**src/rtl/nes_oam_dma.sv**
```systemverilog
// Sprite OAM DMA controller and CPU/DMA bus multiplexer for the NES.
// Optional 2A03 odd-cycle read alignment: define OAM_DMA_ODD_ALIGN_EN.
module nes_oam_dma #(
  parameter logic [15:0] TRIGGER_ADDR = 16'h4014,
  parameter logic [15:0] OAMDATA_ADDR = 16'h2004
) (
  input  logic        i_CLK,
  input  logic        i_RST_N,
  input  logic [15:0] i_CPU_ADDR,
  input  logic [7:0]  i_CPU_DATA,
  input  logic        i_CPU_R_WN,
  input  logic [7:0]  i_BUS_DATA,
  output logic        o_CPU_PAUSE,
  output logic [15:0] o_BUS_ADDR,
  output logic [7:0]  o_BUS_DATA,
  output logic        o_BUS_R_WN
);

  typedef enum logic [2:0] {
    ST_IDLE,
    ST_HALT,
    ST_ALIGN,
    ST_READ,
    ST_WRITE
  } state_t;

  state_t      r_state;
  state_t      w_state_nxt;
  logic [7:0]  r_page;
  logic [7:0]  r_idx;
  logic [7:0]  r_data;
  logic        r_pause;
  logic        w_trig;

  assign w_trig      = (i_CPU_ADDR == TRIGGER_ADDR) && !i_CPU_R_WN;
  assign o_CPU_PAUSE = r_pause;

`ifdef OAM_DMA_ODD_ALIGN_EN
  logic r_cyc_odd;

  always_ff @(posedge i_CLK or negedge i_RST_N) begin
    if (!i_RST_N) r_cyc_odd <= 1'b0;
    else          r_cyc_odd <= ~r_cyc_odd;
  end
`endif

  always_comb begin
    w_state_nxt = r_state;
    o_BUS_ADDR  = i_CPU_ADDR;
    o_BUS_DATA  = i_CPU_DATA;
    o_BUS_R_WN  = i_CPU_R_WN;
    case (r_state)
      ST_IDLE: begin
        if (w_trig) w_state_nxt = ST_HALT;
      end
      ST_HALT: begin
        o_BUS_ADDR = {r_page, 8'h00};
        o_BUS_DATA = '0;
        o_BUS_R_WN = 1'b1;
`ifdef OAM_DMA_ODD_ALIGN_EN
        // An even HALT cycle would put READ on an odd cycle; pad by one.
        w_state_nxt = r_cyc_odd ? ST_READ : ST_ALIGN;
`else
        w_state_nxt = ST_READ;
`endif
      end
      ST_ALIGN: begin
        o_BUS_ADDR  = {r_page, 8'h00};
        o_BUS_DATA  = '0;
        o_BUS_R_WN  = 1'b1;
        w_state_nxt = ST_READ;
      end
      ST_READ: begin
        o_BUS_ADDR  = {r_page, r_idx};
        o_BUS_DATA  = '0;
        o_BUS_R_WN  = 1'b1;
        w_state_nxt = ST_WRITE;
      end
      ST_WRITE: begin
        o_BUS_ADDR  = OAMDATA_ADDR;
        o_BUS_DATA  = r_data;
        o_BUS_R_WN  = 1'b0;
        w_state_nxt = (r_idx == 8'hFF) ? ST_IDLE : ST_READ;
      end
      default: w_state_nxt = ST_IDLE;
    endcase
  end

  always_ff @(posedge i_CLK or negedge i_RST_N) begin
    if (!i_RST_N) begin
      r_state <= ST_IDLE;
      r_pause <= 1'b0;
      r_page  <= '0;
      r_idx   <= '0;
      r_data  <= '0;
    end else begin
      r_state <= w_state_nxt;
      // Pause is a registered decode of the state being entered.
      r_pause <= (w_state_nxt != ST_IDLE);
      case (r_state)
        ST_IDLE: begin
          if (w_trig) begin
            r_page <= i_CPU_DATA;
            r_idx  <= '0;
          end
        end
        ST_READ:  r_data <= i_BUS_DATA;
        ST_WRITE: r_idx  <= r_idx + 8'd1;
        default: ;
      endcase
    end
  end

endmodule

```
**config.mk**
```make
export PLATFORM = sky130hd
export DESIGN_NAME = nes_oam_dma
export DESIGN_NICKNAME = d
export VERILOG_FILES = /design/src/rtl/nes_oam_dma.sv
export SDC_FILE = /design/constraint.sdc
export NUM_CORES = 1
export LEC_CHECK = 0
export CORE_MARGIN = 2
export CORE_UTILIZATION = 49
export CTS_CLUSTER_SIZE = 8
export DETAILED_ROUTE_END_ITERATION = 8
export GPL_ROUTABILITY_DRIVEN = 0
export PLACE_DENSITY = 0.95
export SYNTH_ARGS = -nofsm -noshare
export SYNTH_HDL_FRONTEND = slang
export SYNTH_SLANG_ARGS = --single-unit
```
**constraint.sdc**
```tcl
create_clock -name i_CLK -period 3.46 [get_ports i_CLK]
set_input_delay 1.038 -clock i_CLK [delete_from_list [all_inputs] [get_ports i_CLK]]
set_output_delay 1.038 -clock i_CLK [all_outputs]
set_load 0.02 [all_outputs]
```
==> impl_summary.txt <==
----------------------------------------------------
[Placed design]
  Dpl cells ... 292
  DP Wirelength ... 3370 µm
  Buffers on Ports ... 60
  Post-placement worst setup slack ... -0.0583 ns

[Global route]
  Met1 routing resource usage after global routing ... 0.303
  Sum of overflow across all layers after global routing ... 0
  Highest-utilization routing layer at the global route stage ... met2
  Antenna violations before repair ... 0
  Pin count of the biggest net entering global routing ... 30
  Global Route met2 Usage ... 0.413
  Overall Global Routing Usage ... 0.240
  Number of global-route vias before repair ... 1698
  Global-route wire length before repair ... 7890 µm
  Met3 capacity usage during global routing ... 0.0546

[STA]
  Worst hold slack after final layout ... 0.525 ns
  Share of the clock period used by the worst path after layout ... 0.967
  Worst rel slew slack ... 0.552
  Tmin final ... 3.35 ns
  Timing-limited maximum frequency ... 0.299 GHz
  RSZ-0062 raised after global routing ... no
  Setup Skew ... 0.00557 ns
  Number of hold violations in the final report ... 0
  Total negative slack ... 0 ns
  Worst-Margin Slew ... 0.670 ns
  Max-slew violations ... 0
  Number of setup violations in the final report ... 0
  Min setup slack post-route ... 0.115 ns

[Routing]
  Routed length per instance ... 15.6 µm
  Via-per-instance ratio ... 5.68
  Drt first pass iters ... 4
  Vias after detailed routing ... 1681
  Number of remaining DRC errors ... 0
  ANT nets after route ... 0
  Number of DRC markers after the initial detailed-route iteration ... 103
  Total wirelength of the detailed-routed design ... 4620 µm

[Worst setup path]
  Slowest cell delay on critical path ... 0.59 ns
  Arrival time at the worst endpoint ... 2.31 ns
  Largest delay contributor family on the critical path ... buffers and inverters
  Kind of start point of the critical path ... primary input
  CP max FO ... 2
  Slowest library cell on the worst path ... sky130_fd_sc_hd__clkdlybuf4s50_1
  Worst Setup End Kind ... output port
  Category of the critical setup timing path ... in2out
  Buffers and inverters on the worst path ... 2
  Worst endpoint required time ... 2.42 ns
  CP Cell Sequence ... clkdlybuf4s50_1 -> a22o_1 -> clkdlybuf4s50_1
  Critical Path Most Common Cell ... sky130_fd_sc_hd__clkdlybuf4s50_1

[Floorplanning]
  Die Y-Extent ... 64.3 µm
  Number of core rows ... 21
  Starting density of the core ... 0.521
  Die Area ... 4130 µm²
  Area of the core ... 3420 µm²
  IO Count ... 61
  Horizontal extent of the die ... 64.3 µm

[Power]
  Leakage ... 1.12 nW
  PwrDens ... 766 nW/µm²
  Maximum ir drop on the vdd rail ... 0.487 mV

[Cells and area]
  Net total in the final layout ... 287
  Final standard cell count with taps included and fillers excluded ... 296
  Fraction of layout instances using a drive strength above 1 ... 0.224
  Antenna cell count ... 0
  Final standard cell utilization of the core ... 0.737
  Area overhead of the layout relative to synthesis ... 41.5%
  Layout fillers ... 241

[Synth]
  Sequential cell area fraction in the yosys report ... 0.394
  Yosys warns ... 0
  Ys flop type ... sky130_fd_sc_hd__dfrtp_1
  Cell area after technology mapping ... 1780 µm²
  Post-synthesis async set-or-reset flop share ... 1.00
  Library cell with the largest summed area after synthesis ... sky130_fd_sc_hd__dfrtp_1
  Number of distinct standard cells referenced by the synthesized netlist ... 43
  Number of enable flip-flop cells after synthesis ... 0
  Synthesized netlist net count ... 218
  Proportion of netlist area held by the largest area contributor ... 0.394
  Synth top area cells ... sky130_fd_sc_hd__dfrtp_1 39%, sky130_fd_sc_hd__mux2_2 15%, sky130_fd_sc_hd__nand2_1 7.2%
  Instance count of the mapped netlist ... 182
  Flip-flop and latch count after synthesis ... 28
  Per-instance average area after synthesis ... 9.78 µm²

[CTS]
  CTS tree ... done
  Number of buffers on the longest clock path ... 2
  Setup bufs post-CTS ... 0
  Number of clock sinks ... 28
  Inserted Clock Buffers ... 3
  Cell chosen for the clock root ... sky130_fd_sc_hd__clkbuf_4
  Clock latency on the worst-skew pair ... 0.33 ns
  Post-cts hold buffer count ... 0
  H-tree levels ... 1
  CTS clock-pin slew for the worst setup and hold paths ... 0.15 ns

[Run status]
  Run status ... finished clean

[Run]
  Count of maximum capacitance violations ... 0

[Min path]
  Hold Path Class ... reg2reg

----------------------------------------------------
[path summary, 6_finish.rpt]
| path | from | endpoint | slack (ns) | cells after the start |
|---|---|---|---|---|
| worst max-delay path | i_CPU_ADDR[6] | o_BUS_ADDR[6] | 0.11 | 3 |
| worst min-delay path | r_data[2]$_DFFE_PN0N_ | r_data[2]$_DFFE_PN0N_ | 0.52 | 1 |
| worst max register to register | r_state[2]$_DFF_PN0_ | r_page[4]$_DFFE_PN0P_ | 1.44 | 6 |
| worst min register to register | r_data[2]$_DFFE_PN0N_ | r_data[2]$_DFFE_PN0N_ | 0.52 | 1 |
| max in group asynchronous | i_RST_N | r_state[1]$_DFF_PN0_ | 2.10 | 2 |
| min in group asynchronous | i_RST_N | r_page[0]$_DFFE_PN0P_ | 1.08 | 2 |
[logic make-up after synthesis]
| kind of cell | Yosys count | share of synthesized area |
|---|---|---|
| flip-flops | 28 | 0.394 |
| XOR/XNOR | 5 | 0.0246 |
| buffers and inverters | 13 | 0.0457 |
| adder cells (fa/ha/maj) | 1 | 0.00703 |
| AND/OR/NAND/NOR | 66 | 0.199 |
| multiplexers | 31 | 0.191 |
| AO/OA/AOI/OAI | 38 | 0.139 |
[sequential cells by signal, summed over array words and instances, names as in the netlist]
signal,count
r_page,8
r_state,3
o_CPU_PAUSE,1
r_idx,8
r_data,8
[through the flow]
step	power [mW]	instance area, µm²
3_5_place_dp	1.82	2480
2_1_floorplan	1.30	1780
3_3_place_gp	1.78	2480
4_1_cts	1.93	2500
6_report	1.93	2520
5_1_grt	2.07	2520
[cell type report]
cell class,count,area [µm²],area share
Multi-Input combinational cell,141,1000,0.398
Timing Repair Buffer,76,714,0.284
Sequential cell,28,703,0.279
Tap cell,46,57.6,0.0229
Clock buffer,4,36.3,0.0144
Inverter,1,3.75,0.00149
[what timing repair did]
item / in CTS / in global routing
gates resized for setup: 13 / 7
pin swaps: 0 / 0
setup endpoints to repair: 13 / 12
hold endpoints to repair: 0 / 0
[Yosys cell counts, types with 2 or more instances]
library cell,number
sky130_fd_sc_hd__a21oi_1,2
sky130_fd_sc_hd__a22o_1,7
sky130_fd_sc_hd__buf_2,5
sky130_fd_sc_hd__buf_6,3
sky130_fd_sc_hd__clkbuf_1,2
sky130_fd_sc_hd__dfrtp_1,28
sky130_fd_sc_hd__mux2_2,24
sky130_fd_sc_hd__mux2i_1,7
sky130_fd_sc_hd__nand2_1,34
sky130_fd_sc_hd__nand3_1,5
sky130_fd_sc_hd__nor2_1,4
sky130_fd_sc_hd__nor2_2,2
sky130_fd_sc_hd__nor2b_1,3
sky130_fd_sc_hd__nor4b_1,2
sky130_fd_sc_hd__o211ai_1,2
sky130_fd_sc_hd__o21ai_0,14
sky130_fd_sc_hd__o22ai_1,8
sky130_fd_sc_hd__or3_1,2
sky130_fd_sc_hd__xnor2_1,2
sky130_fd_sc_hd__xor2_1,3
[routing by layer]
metal	vias up	wire length [µm]
li1	796	-
met1	808	1920
met2	71	2310
met3	6	353
met4	0	36
met5	-	0
[cell usage in the layout, fill, tap and decap left out, drive strengths merged, types with 2 or more instances in the layout]
cell type,Yosys,layout
clkdlybuf4s50,0,43
nand2,34,34
dfrtp,28,28
mux2,24,24
buf,10,16
o21ai,14,14
dlygate4sd2,0,13
o22ai,8,8
a22o,7,7
mux2i,7,7
nor2,7,7
nand3,6,6
dlymetal6s2s,0,4
clkbuf,2,4
xor2,3,3
nor2b,3,3
nor3,3,3
nor4b,2,2
a21oi,2,2
or3,2,2
o211ai,2,2
xnor2,2,2
nor4,2,2
or3b,2,2
[power breakdown]
part | internal, mW | total (mW) | switching, mW
logic | 0.589 | 1.26 | 0.669
registers | 0.417 | 0.509 | 0.0916
clock network | 0.0643 | 0.164 | 0.0995
(Power assumes the default switching activity.)
